`src/rtl/mem_arbiter.sv`:
```
// Shares one RAM port between an instruction fetch side and a data side.
// Data wins ties, but a waiting fetch is forced in after STARVE_MAX back-to-back data hits.
module mem_arbiter #(
    parameter int unsigned STARVE_MAX = 4
) (
    input  logic        CLK,
    input  logic        nRST,
    input  logic        iREN,
    input  logic [31:0] iaddr,
    output logic        ihit,
    output logic [31:0] iload,
    input  logic        dREN,
    input  logic        dWEN,
    input  logic [31:0] daddr,
    input  logic [31:0] dstore,
    output logic        dhit,
    output logic [31:0] dload,
    output logic        ramREN,
    output logic        ramWEN,
    output logic [31:0] ramaddr,
    output logic [31:0] ramstore,
    input  logic [31:0] ramload,
    input  logic        ramready
);

    typedef enum logic [1:0] {
        IDLE,
        DGRANT,
        IGRANT
    } state_t;

    state_t     state;
    state_t     next_state;
    logic [3:0] dstreak;
    logic [4:0] streak_inc;
    logic       dreq;
    logic       starve;

    assign dreq       = dREN | dWEN;
    assign iload      = ramload;
    assign dload      = ramload;
    assign streak_inc = {1'b0, dstreak} + 5'd1;
    // True when the data hit completing this cycle uses up the fetch side's patience.
    assign starve     = iREN && (streak_inc >= 5'(STARVE_MAX));

    always_ff @(posedge CLK or negedge nRST) begin
        if (!nRST) begin
            state <= IDLE;
        end else begin
            state <= next_state;
        end
    end

    always_ff @(posedge CLK or negedge nRST) begin
        if (!nRST) begin
            dstreak <= 4'd0;
        end else if (!iREN || ihit) begin
            dstreak <= 4'd0;
        end else if (dhit && (dstreak != 4'hF)) begin
            dstreak <= dstreak + 4'd1;
        end
    end

    always_comb begin
        next_state = state;
        ihit       = 1'b0;
        dhit       = 1'b0;
        ramREN     = 1'b0;
        ramWEN     = 1'b0;
        ramaddr    = 32'h0;
        ramstore   = 32'h0;
        case (state)
            IDLE: begin
                if (dreq) begin
                    next_state = DGRANT;
                end else if (iREN) begin
                    next_state = IGRANT;
                end
            end
            DGRANT: begin
                ramaddr  = daddr;
                ramstore = dstore;
                ramWEN   = dWEN;
                ramREN   = dREN & ~dWEN;
                dhit     = ramready & dreq;
                if (!dreq) begin
                    next_state = IDLE;
                end else if (ramready) begin
                    next_state = starve ? IGRANT : DGRANT;
                end
            end
            IGRANT: begin
                ramaddr = iaddr;
                // Strobe follows the request so a dropped fetch releases the RAM at once.
                ramREN  = iREN;
                ihit    = ramready & iREN;
                if (!iREN) begin
                    next_state = IDLE;
                end else if (ramready) begin
                    next_state = dreq ? DGRANT : IGRANT;
                end
            end
            default: begin
                next_state = IDLE;
            end
        endcase
    end

endmodule

```
`config.mk`:
```
export PLATFORM = sky130hd
export DESIGN_NAME = mem_arbiter
export DESIGN_NICKNAME = d
export VERILOG_FILES = /design/src/rtl/mem_arbiter.sv
export SDC_FILE = /design/constraint.sdc
export NUM_CORES = 1
export LEC_CHECK = 0
export ABC_AREA = 0
export ABC_CLOCK_PERIOD_IN_PS = 4670
export BUFFER_PORTS_ARGS = -buffer_cell sky130_fd_sc_hd__clkbuf_2
export CORE_AREA = 8 8 96 98
export DETAILED_ROUTE_END_ITERATION = 8
export DIE_AREA = 0 0 104 106
export HOLD_SLACK_MARGIN = 0.02
export PLACE_DENSITY_LB_ADDON = 0.2
export SETUP_SLACK_MARGIN = 0.1
export SKIP_LAST_GASP = 1
export SLEW_MARGIN = 20
export SYNTH_ARGS = -nofsm -noshare
export SYNTH_HDL_FRONTEND = slang
export SYNTH_SLANG_ARGS = --single-unit
```
`constraint.sdc`:
```
create_clock -name CLK -period 4.67 [get_ports CLK]
set_input_delay 0 -clock CLK [delete_from_list [all_inputs] [get_ports CLK]]
set_output_delay 0 -clock CLK [all_outputs]
set_load 0.01 [all_outputs]
```
==> reports/qor.yml <==
worst_setup_path:
  crit_slowest_cell: "ha_4"
  cp_num_cells: 7
  worstRegToRegCells: 7
  crit_type: "reg2reg"
  endpoint_kind: "flop"
  crit_path_start_kind: "flop"
  worst_path_dominant_cell_family: "compound AO/OA/AOI/OAI gates"
  cp.arrival_ps: 2210
  slowest_delay_ps: 550
  worstPathCellList: "inv_1 > ha_4 > o211ai_1 > inv_1 > a21oi_1 > o21ai_0 > o41ai_1"
  crit_required_ps: 4760
  cp_common_cell: "inv_1"
  crit_fanout: 69
  crit_buf_inv: 2
power:
  finalPower_mw: 1.029
  swShare_pct: 50.45
  p_leak_nw: 1.345
  clkPwrFrac_pct: 7.5
  max-vdd-ir-drop_mv: 0.1924
  combPwrFrac_pct: 85.1
  seq_power_share_pct: 7.4
  internal_power_mw: 0.5098
  power_density_nw_per_um2: 409.1
  switchingPower_mw: 0.5190
logic_synthesis:
  syn_avg_cell_area_um2: 7.233
  syn_nets: 373
  ys_seq_area_share_pct: 8.909
  syn-instance-count: 233
  yosys.area.top_type: "buf_4"
  ys_seq_elements: 6
  synthDominantCellAreaShare_pct: 28.51
  syn-cell-area_um2: 1685
  ys_types: 31
  netlist_top_cells_area: "buf_4 29%, a22oi_1 14%, and2_1 13%"
  synth_warnings: 0
min_path:
  worstHoldPathType: "in2async"
finish:
  syn2layout_area_growth_pct: 49.22
  drive_gt1_share_pct: 49.72
  layout_common_cells: "169 x clkbuf_2, 34 x and2_1, 33 x dlygate4sd3_1"
  fin_nets: 502
  final_common_cell: "clkbuf_2"
  antenna_cells: 0
placement:
  gp_congestion: 0.7697
  hpwl_um: 5468
  port_buffers: 169
detailed_routing:
  post_drt_wl_per_cell_um: 15.84
  ant_nets: 0
  vias_per_cell: 4.310
  drt-pass1-iter-count: 4
  via_count: 2004
  drc: 0
  totalWireLength_um: 7365
  first_iter_violations: 127
global_route:
  grt_overflow: 0
  grt.total_usage_pct: 11.94
  groute.layer.met2.usage_pct: 22.96
  gr-usage-met1_pct: 12.35
  grt_pass1_wl_um: 11300
  use_met3_pct: 4.053
  antenna_found_initial: 0
  grt_pass1_vias: 2162
  top_usage_layer: "met2"
  grt_max_degree: 70
sta:
  fin_crit_sh_pct: 45.27
  setup_tns_ps: 0
  period_needed_ps: 2114
  setup-violations-final: 0
  slew_headroom_pct: 48.60
  worst_pin_slew_ps: 771.0
  hold_viol: 0
  rsz0062_at_grt: "no"
  drv_slew: 0
  clock_skew_ps: 1.057
  fmax_mhz: 473.1
clock_network:
  cts_tree: "done"
  clk_latency_ps: 220
  root_buffer: "clkbuf_8"
  htree_levels: 1
  clkTransAtPathRegs_ps: 40
  post-cts-setup-buffer-count: 0
  clock_path_buffers: 2
  cts_sinks: 6
  tritoncts.num_buffers: 3
  ctsHoldBuffers: 33
  ctsResizeCount: 0
die:
  initial_core_util_pct: 21.48
  die_w_um: 104
  die_area_um2: 11020
  rows: 33
  io_pins: 266
  die_h_um: 106
  core_um2: 7845
status:
  status: "completed"
job:
  drv_cap: 0
cell families (layout without fill, tap and decap cells):
family	Yosys count	in the layout	synth area share (%)
AOI/OAI and AO/OA	50	50	22.27
adders and majority gates	6	6	4.454
buffers and inverters	83	210	32.89
DFF	6	6	8.908
muxes	1	1	0.6681
and+or+nand+nor	87	87	30.81
sequential cells by signal, indices dropped and copies added (netlist names):
signal and cells:
dstreak 4, state 2
routing by layer:
metal / wire length [µm] / part of all wire, % / up-vias
met1: 2679 / 36 / 855
met3: 740 / 10 / 2
li1: - / - / 982
met5: 0 / 0 / -
met2: 3916 / 53 / 165
met4: 27 / 0.37 / 0
metrics by stage:
step / worst slack (ps) / cells / area (µm²) / util, % / hold slack (ps)
after global routing: 2304 / 465 / 2515 / 32.06 / 178.7
after global placement: 2214 / 429 / 2133 / 27.19 / -152.8
after floorplan: 3143 / 233 / 1685 / - / -295.6
after CTS: 2082 / 465 / 2505 / 31.93 / 159.8
final: 2556 / 465 / 2515 / 32.06 / 155.8
after detailed placement: 2119 / 429 / 2133 / 27.19 / -154.3
synth_stat cells, drive strengths merged:
master and count:
nor2b 32, a41o 1, mux2 1, a22o 2, nor2 4, buf 69
ha 6, inv 4, and3 1, or2b 1, a22oi 32, nor4bb 1
o32ai 1, a21oi 2, nand2 9, nand3 2, and2 34, a21o 1
o31ai 1, a21bo 1, or4b 1, clkbuf 10, nor3 1, o41ai 2
o21ai 5, nand3b 1, dfrtp 6, o211ai 2
worst register-to-register path: cells and delay by family, from the launching register on:
kind	cells	cell delay, ps
buffers and inverters	2	310
adders and majority gates	1	550
DFF	1	400
AOI/OAI and AO/OA	4	730
power groups by stage:
stage / clock network, mW / registers [mW] / logic [mW]
global route: 0.0848 / 0.0783 / 0.975
floorplan: 0 / 0.0716 / 0.584
CTS: 0.0810 / 0.0738 / 0.893
global placement: 0 / 0.0738 / 0.838
detailed placement: 0 / 0.0743 / 0.842
finish: 0.0775 / 0.0760 / 0.875
cell type report:
type | instances | area (µm²)
multi-input combinational | 144 | 993.5
tap | 105 | 131.4
fill | 834 | 5330
clock buffer | 3 | 41.29
timing repair buffer | 203 | 1184
sequential | 6 | 150.1
inverter | 4 | 15.01
path summary, 6_finish.rpt:
kind	from	to	slack, ps
worst max-delay path	state[1]	dstreak[3]	2560
worst min-delay path	nRST	dstreak[0]	160
worst max register to register	state[1]	dstreak[3]	2560
worst min register to register	dstreak[3]	dstreak[3]	560
max in group asynchronous	nRST	dstreak[2]	4350
min in group CLK	dWEN	state[0]	200
(Power assumes the default switching activity.)
